**src/rtl/dbg_hart_ctl.sv**
```systemverilog
// Per-hart debug-mode controller: run/halt/resume sequencing,
// prioritised halt causes, address-match triggers and resumeack.
module dbg_hart_ctl #(
  parameter int XLEN = 32,
  parameter int NTRIG = 2,
  parameter bit RESET_HALT_EN = 1'b1
) (
  input  logic                     clk,
  input  logic                     rst_n,
  input  logic                     halt_req,
  input  logic                     resume_req,
  input  logic                     resethaltreq,
  input  logic                     dcsr_step,
  input  logic                     dcsr_ebreakm,
  input  logic                     instr_end,
  input  logic                     ebreak,
  input  logic                     interrupt,
  input  logic [XLEN-1:0]          pc_reg,
  input  logic [XLEN-1:0]          pc_next,
  input  logic                     mem_valid,
  input  logic                     mem_we,
  input  logic [XLEN-1:0]          mem_addr,
  input  logic                     core_quiesced,
  input  logic                     core_resumed,
  input  logic                     trig_we,
  input  logic [$clog2(NTRIG):0]   trig_idx,
  input  logic [2:0]               trig_cfg,
  input  logic [XLEN-1:0]          trig_addr,
  output logic                     debug_mode,
  output logic                     halt_core,
  output logic                     halted,
  output logic                     resume_core,
  output logic                     resume_ack,
  output logic [XLEN-1:0]          dpc,
  output logic                     dpc_we,
  output logic [2:0]               cause,
  output logic                     cause_we,
  output logic [NTRIG-1:0]         trig_hit
);

  typedef enum logic [1:0] {
    RUN,
    HALTING,
    HALTED,
    RESUMING
  } state_t;

  localparam logic [2:0] C_EBRK = 3'd1;
  localparam logic [2:0] C_TRIG = 3'd2;
  localparam logic [2:0] C_HREQ = 3'd3;
  localparam logic [2:0] C_STEP = 3'd4;
  localparam logic [2:0] C_RST  = 3'd5;

  state_t          state;
  logic [2:0]      cfg   [NTRIG];
  logic [XLEN-1:0] taddr [NTRIG];
  logic [NTRIG-1:0] match;
  logic            first_q;
  logic            rh_q;
  logic            step_q;
  logic            ack_q;
  logic            in_run;
  logic            ebk;
  logic            stp;
  logic            halt_now;
  logic [2:0]      cause_c;
  logic [XLEN-1:0] dpc_c;

  assign in_run = rst_n && (state == RUN);

  // cfg bits are {exec, store, load}
  always_comb begin
    match = '0;
    for (int i = 0; i < NTRIG; i++) begin
      match[i] = in_run && (
        (cfg[i][2] && instr_end &&
         pc_reg == taddr[i]) ||
        (cfg[i][1] && mem_valid && mem_we &&
         mem_addr == taddr[i]) ||
        (cfg[i][0] && mem_valid && !mem_we &&
         mem_addr == taddr[i]));
    end
  end

  assign ebk = ebreak && dcsr_ebreakm &&
               instr_end && !interrupt;
  assign stp = step_q && (instr_end || interrupt);

  always_comb begin
    halt_now = in_run;
    cause_c  = '0;
    dpc_c    = '0;
    if (|match) begin
      cause_c = C_TRIG;
      dpc_c   = pc_reg;
    end else if (ebk) begin
      cause_c = C_EBRK;
      dpc_c   = pc_reg;
    end else if (rh_q) begin
      cause_c = C_RST;
      dpc_c   = pc_reg;
    end else if (halt_req) begin
      cause_c = C_HREQ;
      dpc_c   = instr_end ? pc_next : pc_reg;
    end else if (stp) begin
      cause_c = C_STEP;
      dpc_c   = pc_next;
    end else begin
      halt_now = 1'b0;
    end
    if (!in_run) halt_now = 1'b0;
  end

  always_ff @(posedge clk) begin
    if (!rst_n) begin
      state    <= RUN;
      first_q  <= 1'b1;
      rh_q     <= 1'b0;
      step_q   <= 1'b0;
      ack_q    <= 1'b0;
      trig_hit <= '0;
      for (int i = 0; i < NTRIG; i++) begin
        cfg[i]   <= '0;
        taddr[i] <= '0;
      end
    end else begin
      first_q <= 1'b0;
      ack_q   <= 1'b0;
      if (halt_now) begin
        rh_q   <= 1'b0;
        step_q <= 1'b0;
      end
      if (first_q) rh_q <= RESET_HALT_EN && resethaltreq;
      unique case (state)
        RUN:
          if (halt_now) state <= HALTING;
        HALTING:
          if (core_quiesced) state <= HALTED;
        HALTED:
          if (resume_req) state <= RESUMING;
        RESUMING:
          if (core_resumed) begin
            state  <= RUN;
            ack_q  <= 1'b1;
            step_q <= dcsr_step;
          end
        default:
          state <= RUN;
      endcase
      // a config write to an entry also clears its sticky hit
      for (int i = 0; i < NTRIG; i++) begin
        if (halt_now && match[i]) trig_hit[i] <= 1'b1;
        if (trig_we && int'(trig_idx) == i) begin
          cfg[i]      <= trig_cfg;
          taddr[i]    <= trig_addr;
          trig_hit[i] <= 1'b0;
        end
      end
    end
  end

  assign debug_mode  = (state != RUN) || halt_now;
  assign halt_core   = (state == HALTING) ||
                       (state == HALTED) || halt_now;
  assign halted      = (state == HALTED);
  assign resume_core = (state == RESUMING);
  assign resume_ack  = ack_q;
  assign dpc_we      = halt_now;
  assign cause_we    = halt_now;
  assign dpc         = halt_now ? dpc_c : '0;
  assign cause       = halt_now ? cause_c : '0;

endmodule

```
**config.mk**
```make
export PLATFORM = sky130hd
export DESIGN_NAME = dbg_hart_ctl
export DESIGN_NICKNAME = d
export VERILOG_FILES = /design/src/rtl/dbg_hart_ctl.sv
export SDC_FILE = /design/constraint.sdc
export NUM_CORES = 1
export LEC_CHECK = 0
export ABC_AREA = 0
export CORE_MARGIN = 2
export CORE_UTILIZATION = 45
export DETAILED_ROUTE_END_ITERATION = 12
export PLACE_DENSITY = 0.81
export SYNTH_ARGS = -nofsm -noshare
export SYNTH_HDL_FRONTEND = slang
export SYNTH_SLANG_ARGS = --single-unit
```
**constraint.sdc**
```tcl
create_clock -name clk -period 5.47 [get_ports clk]
set_clock_uncertainty 0.1 [all_clocks]
set_input_delay 1.094 -clock clk [delete_from_list [all_inputs] [get_ports clk]]
set_output_delay 1.094 -clock clk [all_outputs]
set_load 0.05 [all_outputs]
```
==> out/results.ini <==
[run_status]
status = completed

[die]
die-height_um = 110
die_area_um2 = 12200
die_w_um = 110
rows = 38
start_util_pct = 46.5
io_pins = 192
fp.coreArea_um2 = 10900

[layout]
drive_gt1_share_pct = 14.8
multi_input_area_um2 = 2650
utilization_pct = 71.8
fill_cells = 809
final-seq-area_um2 = 2260
area_delta_synth_final_pct = 54.4
antenna_cells = 0
fin_cells = 827
fin_nets = 835

[clocking]
insertion_delay_ps = 340
clock_tree.buffer_depth = 2
clockRootBuffer = clkbuf_16
post-cts-setup-buffer-count = 0
cts_buffers = 9
post_cts_resized = 0
clock_sinks = 78
clk_pin_slew_worst_paths_ps = 60
holdBufCountCts = 0
cts_tree = yes
cts.htree.levels = 3

[critical_path]
crit_path_end = dpc[4]
r2r-start = state[0]$_SDFFE_PN0P_
rrSetupSlack_ps = 2340
cp_max_fo = 22
worstPathArrival_ps = 4020
start_kind = input pin
r2r_end = state[0]$_SDFFE_PN0P_
crit_start = pc_reg[10]
critical_path_class = input pin to output port
required_ps = 4280
r2r_cells = 10
endpoint_kind = output port

[global_route]
grt_pass1_wl_um = 24700
grt_use_total_pct = 27.9
grt_pass1_vias = 4599
overflow = 0
grt_start_max_net_pins = 37
antenna_found_initial = 0

[timing]
min_period_ps = 5220
tns_ps = 0
setup_viol = 0
fmax_mhz = 192
slew_viol_final = 0
layout_setup_ws_ps = 251
fin_crit_sh_pct = 95.4
worst_pin_slew_ps = 635
rsz0062_at_grt = no
max-slew-margin-rel_pct = 57.7
hold_viol = 0

[power]
leakagePower_nw = 2.86
power_per_cell_area_nw_per_um2 = 276
ir_drop_mv = 0.228

[synth]
yosys_warnings = 0
yosysUniqueCellTypes = 43
async_reset_ff_share_pct = 0
synthCells = 488
synth_ff_type = edfxtp_1
synth_edf_count = 70
yosysSeqAreaShare_pct = 44.5
ys_ff_latch = 78
syn-num-nets = 641
synth_area_per_cell_um2 = 10.4
syn_area_um2 = 5090

[routing]
ant_nets = 0
wire_per_inst_um = 20.6
drt_iter0_drc = 396
via_count = 4665
wl_um = 17000
firstDrtPassIters = 5
vias_per_cell = 5.64
drc = 0

[worst_hold_path]
hp-class = flop to flop

[run]
maxCapViolations = 0

[placement]
routabilityCongestion = 0.952
place_ws_ps = 310
port_buffers = 191
dp_hpwl_um = 13800
dpl.cell_count = 811

state kept, by name, summed over array words and instances, names as in the netlist:
name / count
state: 2
trig_hit: 2
cfg: 6
resume_ack: 1
step_q: 1
taddr: 64
first_q: 1
rh_q: 1
kinds of logic (layout without fill, tap and decap cells):
kind of cell | after synthesis | count (layout) | share of synthesized area (%)
xor+xnor | 114 | 114 | 19.6
flops | 78 | 78 | 44.5
fa+ha+maj | 5 | 5 | 1.23
compound gates | 93 | 93 | 12.5
mux | 2 | 2 | 0.394
buf+inv | 41 | 240 | 3.86
simple gates | 155 | 155 | 18.0
cell type report:
class / count / area share [%]
Clock buffer: 9 / 2.87
Tap cell: 140 / 2.23
Multi-Input combinational cell: 369 / 33.7
Sequential cell: 78 / 28.8
Timing Repair Buffer: 205 / 30.6
Clock inverter: 7 / 0.828
Inverter: 19 / 0.908
worst max-delay path, cell delays in order:
cell             delay [ps]
clkdlybuf4s50_1         570
xor2_1                  210
nor4_1                  380
nand4_1                 130
nor4_1                  350
buf_4                   200
nor4_4                   50
a31o_2                  450
buf_12                  240
a21oi_2                 170
buf_12                  160
per-layer routing:
metal	up-vias	GRT usage, %	share of wire (%)
met2	273	48.1	48
li1	2141	-	-
met3	56	6.17	9.9
met5	-	0	0
met4	0	12.0	3.8
met1	2195	33.7	38
cell usage after synthesis (2+ instances only):
master | n | share of area (%)
a21oi_1 | 9 | 0.89
inv_1 | 19 | 1.4
buf_2 | 4 | 0.39
a211oi_1 | 2 | 0.30
o2111ai_1 | 3 | 0.52
edfxtp_1 | 70 | 41
nor4_1 | 23 | 2.8
xnor2_1 | 29 | 5.0
o21ai_0 | 38 | 3.7
buf_6 | 4 | 0.89
nand4_1 | 8 | 0.98
or4_1 | 2 | 0.30
a21oi_2 | 28 | 4.8
buf_4 | 2 | 0.30
nor3_1 | 4 | 0.39
nor2b_1 | 8 | 0.98
clkbuf_1 | 12 | 0.89
nor3b_1 | 2 | 0.30
nand2b_1 | 9 | 1.1
xor2_1 | 85 | 15
dfxtp_1 | 8 | 3.1
mux2i_1 | 2 | 0.39
nand3_1 | 37 | 3.6
nand2_1 | 9 | 0.66
a2111o_1 | 2 | 0.44
ha_1 | 5 | 1.2
and2_1 | 36 | 4.4
nor2_1 | 9 | 0.66
a2111oi_0 | 3 | 0.52
o22ai_1 | 3 | 0.37
where the power goes:
part | switching (mW) | total [mW] | leakage (nW) | internal, mW
combinational | 0.452 | 0.841 | 1.97 | 0.389
clock | 0.230 | 0.578 | 0.134 | 0.349
sequential | 0.0468 | 0.752 | 0.754 | 0.705
total | 0.729 | 2.17 | 2.86 | 1.44
placed cells by master (no fill, tap or decap), types with 2 or more instances in the layout:
cell type,count
ha_1,5
nor3_1,4
and2_1,36
or4_1,2
nand4_1,8
buf_12,39
a2111o_1,2
nand2b_1,9
nand2_1,9
clkbuf_16,9
o21ai_2,2
a2111oi_0,3
o2111ai_1,3
buf_4,14
clkdlybuf4s50_1,152
a21oi_1,9
o21ai_0,35
xnor2_1,29
nor2_1,9
xor2_1,85
dfxtp_1,8
clkinv_1,3
o22ai_1,3
mux2i_1,2
edfxtp_1,70
nor4_4,2
clkinvlp_4,2
a21oi_2,28
nor2b_1,8
nor4_1,23
a211oi_1,2
inv_1,19
nand3_1,37
how the worst min path moves through the flow:
stage               cells after the start                       end  slack [ps]                      from
finish                                  2  trig_hit[1]$_SDFFE_PP0P_         370  trig_hit[1]$_SDFFE_PP0P_
global route                            2  trig_hit[1]$_SDFFE_PP0P_         400  trig_hit[1]$_SDFFE_PP0P_
CTS                                     2  trig_hit[1]$_SDFFE_PP0P_         370  trig_hit[1]$_SDFFE_PP0P_
detailed placement                      2  trig_hit[1]$_SDFFE_PP0P_         360  trig_hit[1]$_SDFFE_PP0P_
global placement                        2  trig_hit[1]$_SDFFE_PP0P_         360  trig_hit[1]$_SDFFE_PP0P_
floorplan                               2         rh_q$_SDFFE_PN0P_         360           first_q$_DFF_P_
per-stage QoR:
stage          total power, mW  hold WS, ps  instance area (um^2)
4_1_cts                   2.18          369                  7860
5_1_grt                   2.25          399                  7860
3_5_place_dp              1.60          362                  7570
3_3_place_gp              1.58          358                  7570
6_report                  2.17          373                  7860
2_1_floorplan             1.19          358                  5090
No activity file was read; power rests on OpenSTA's default activity.
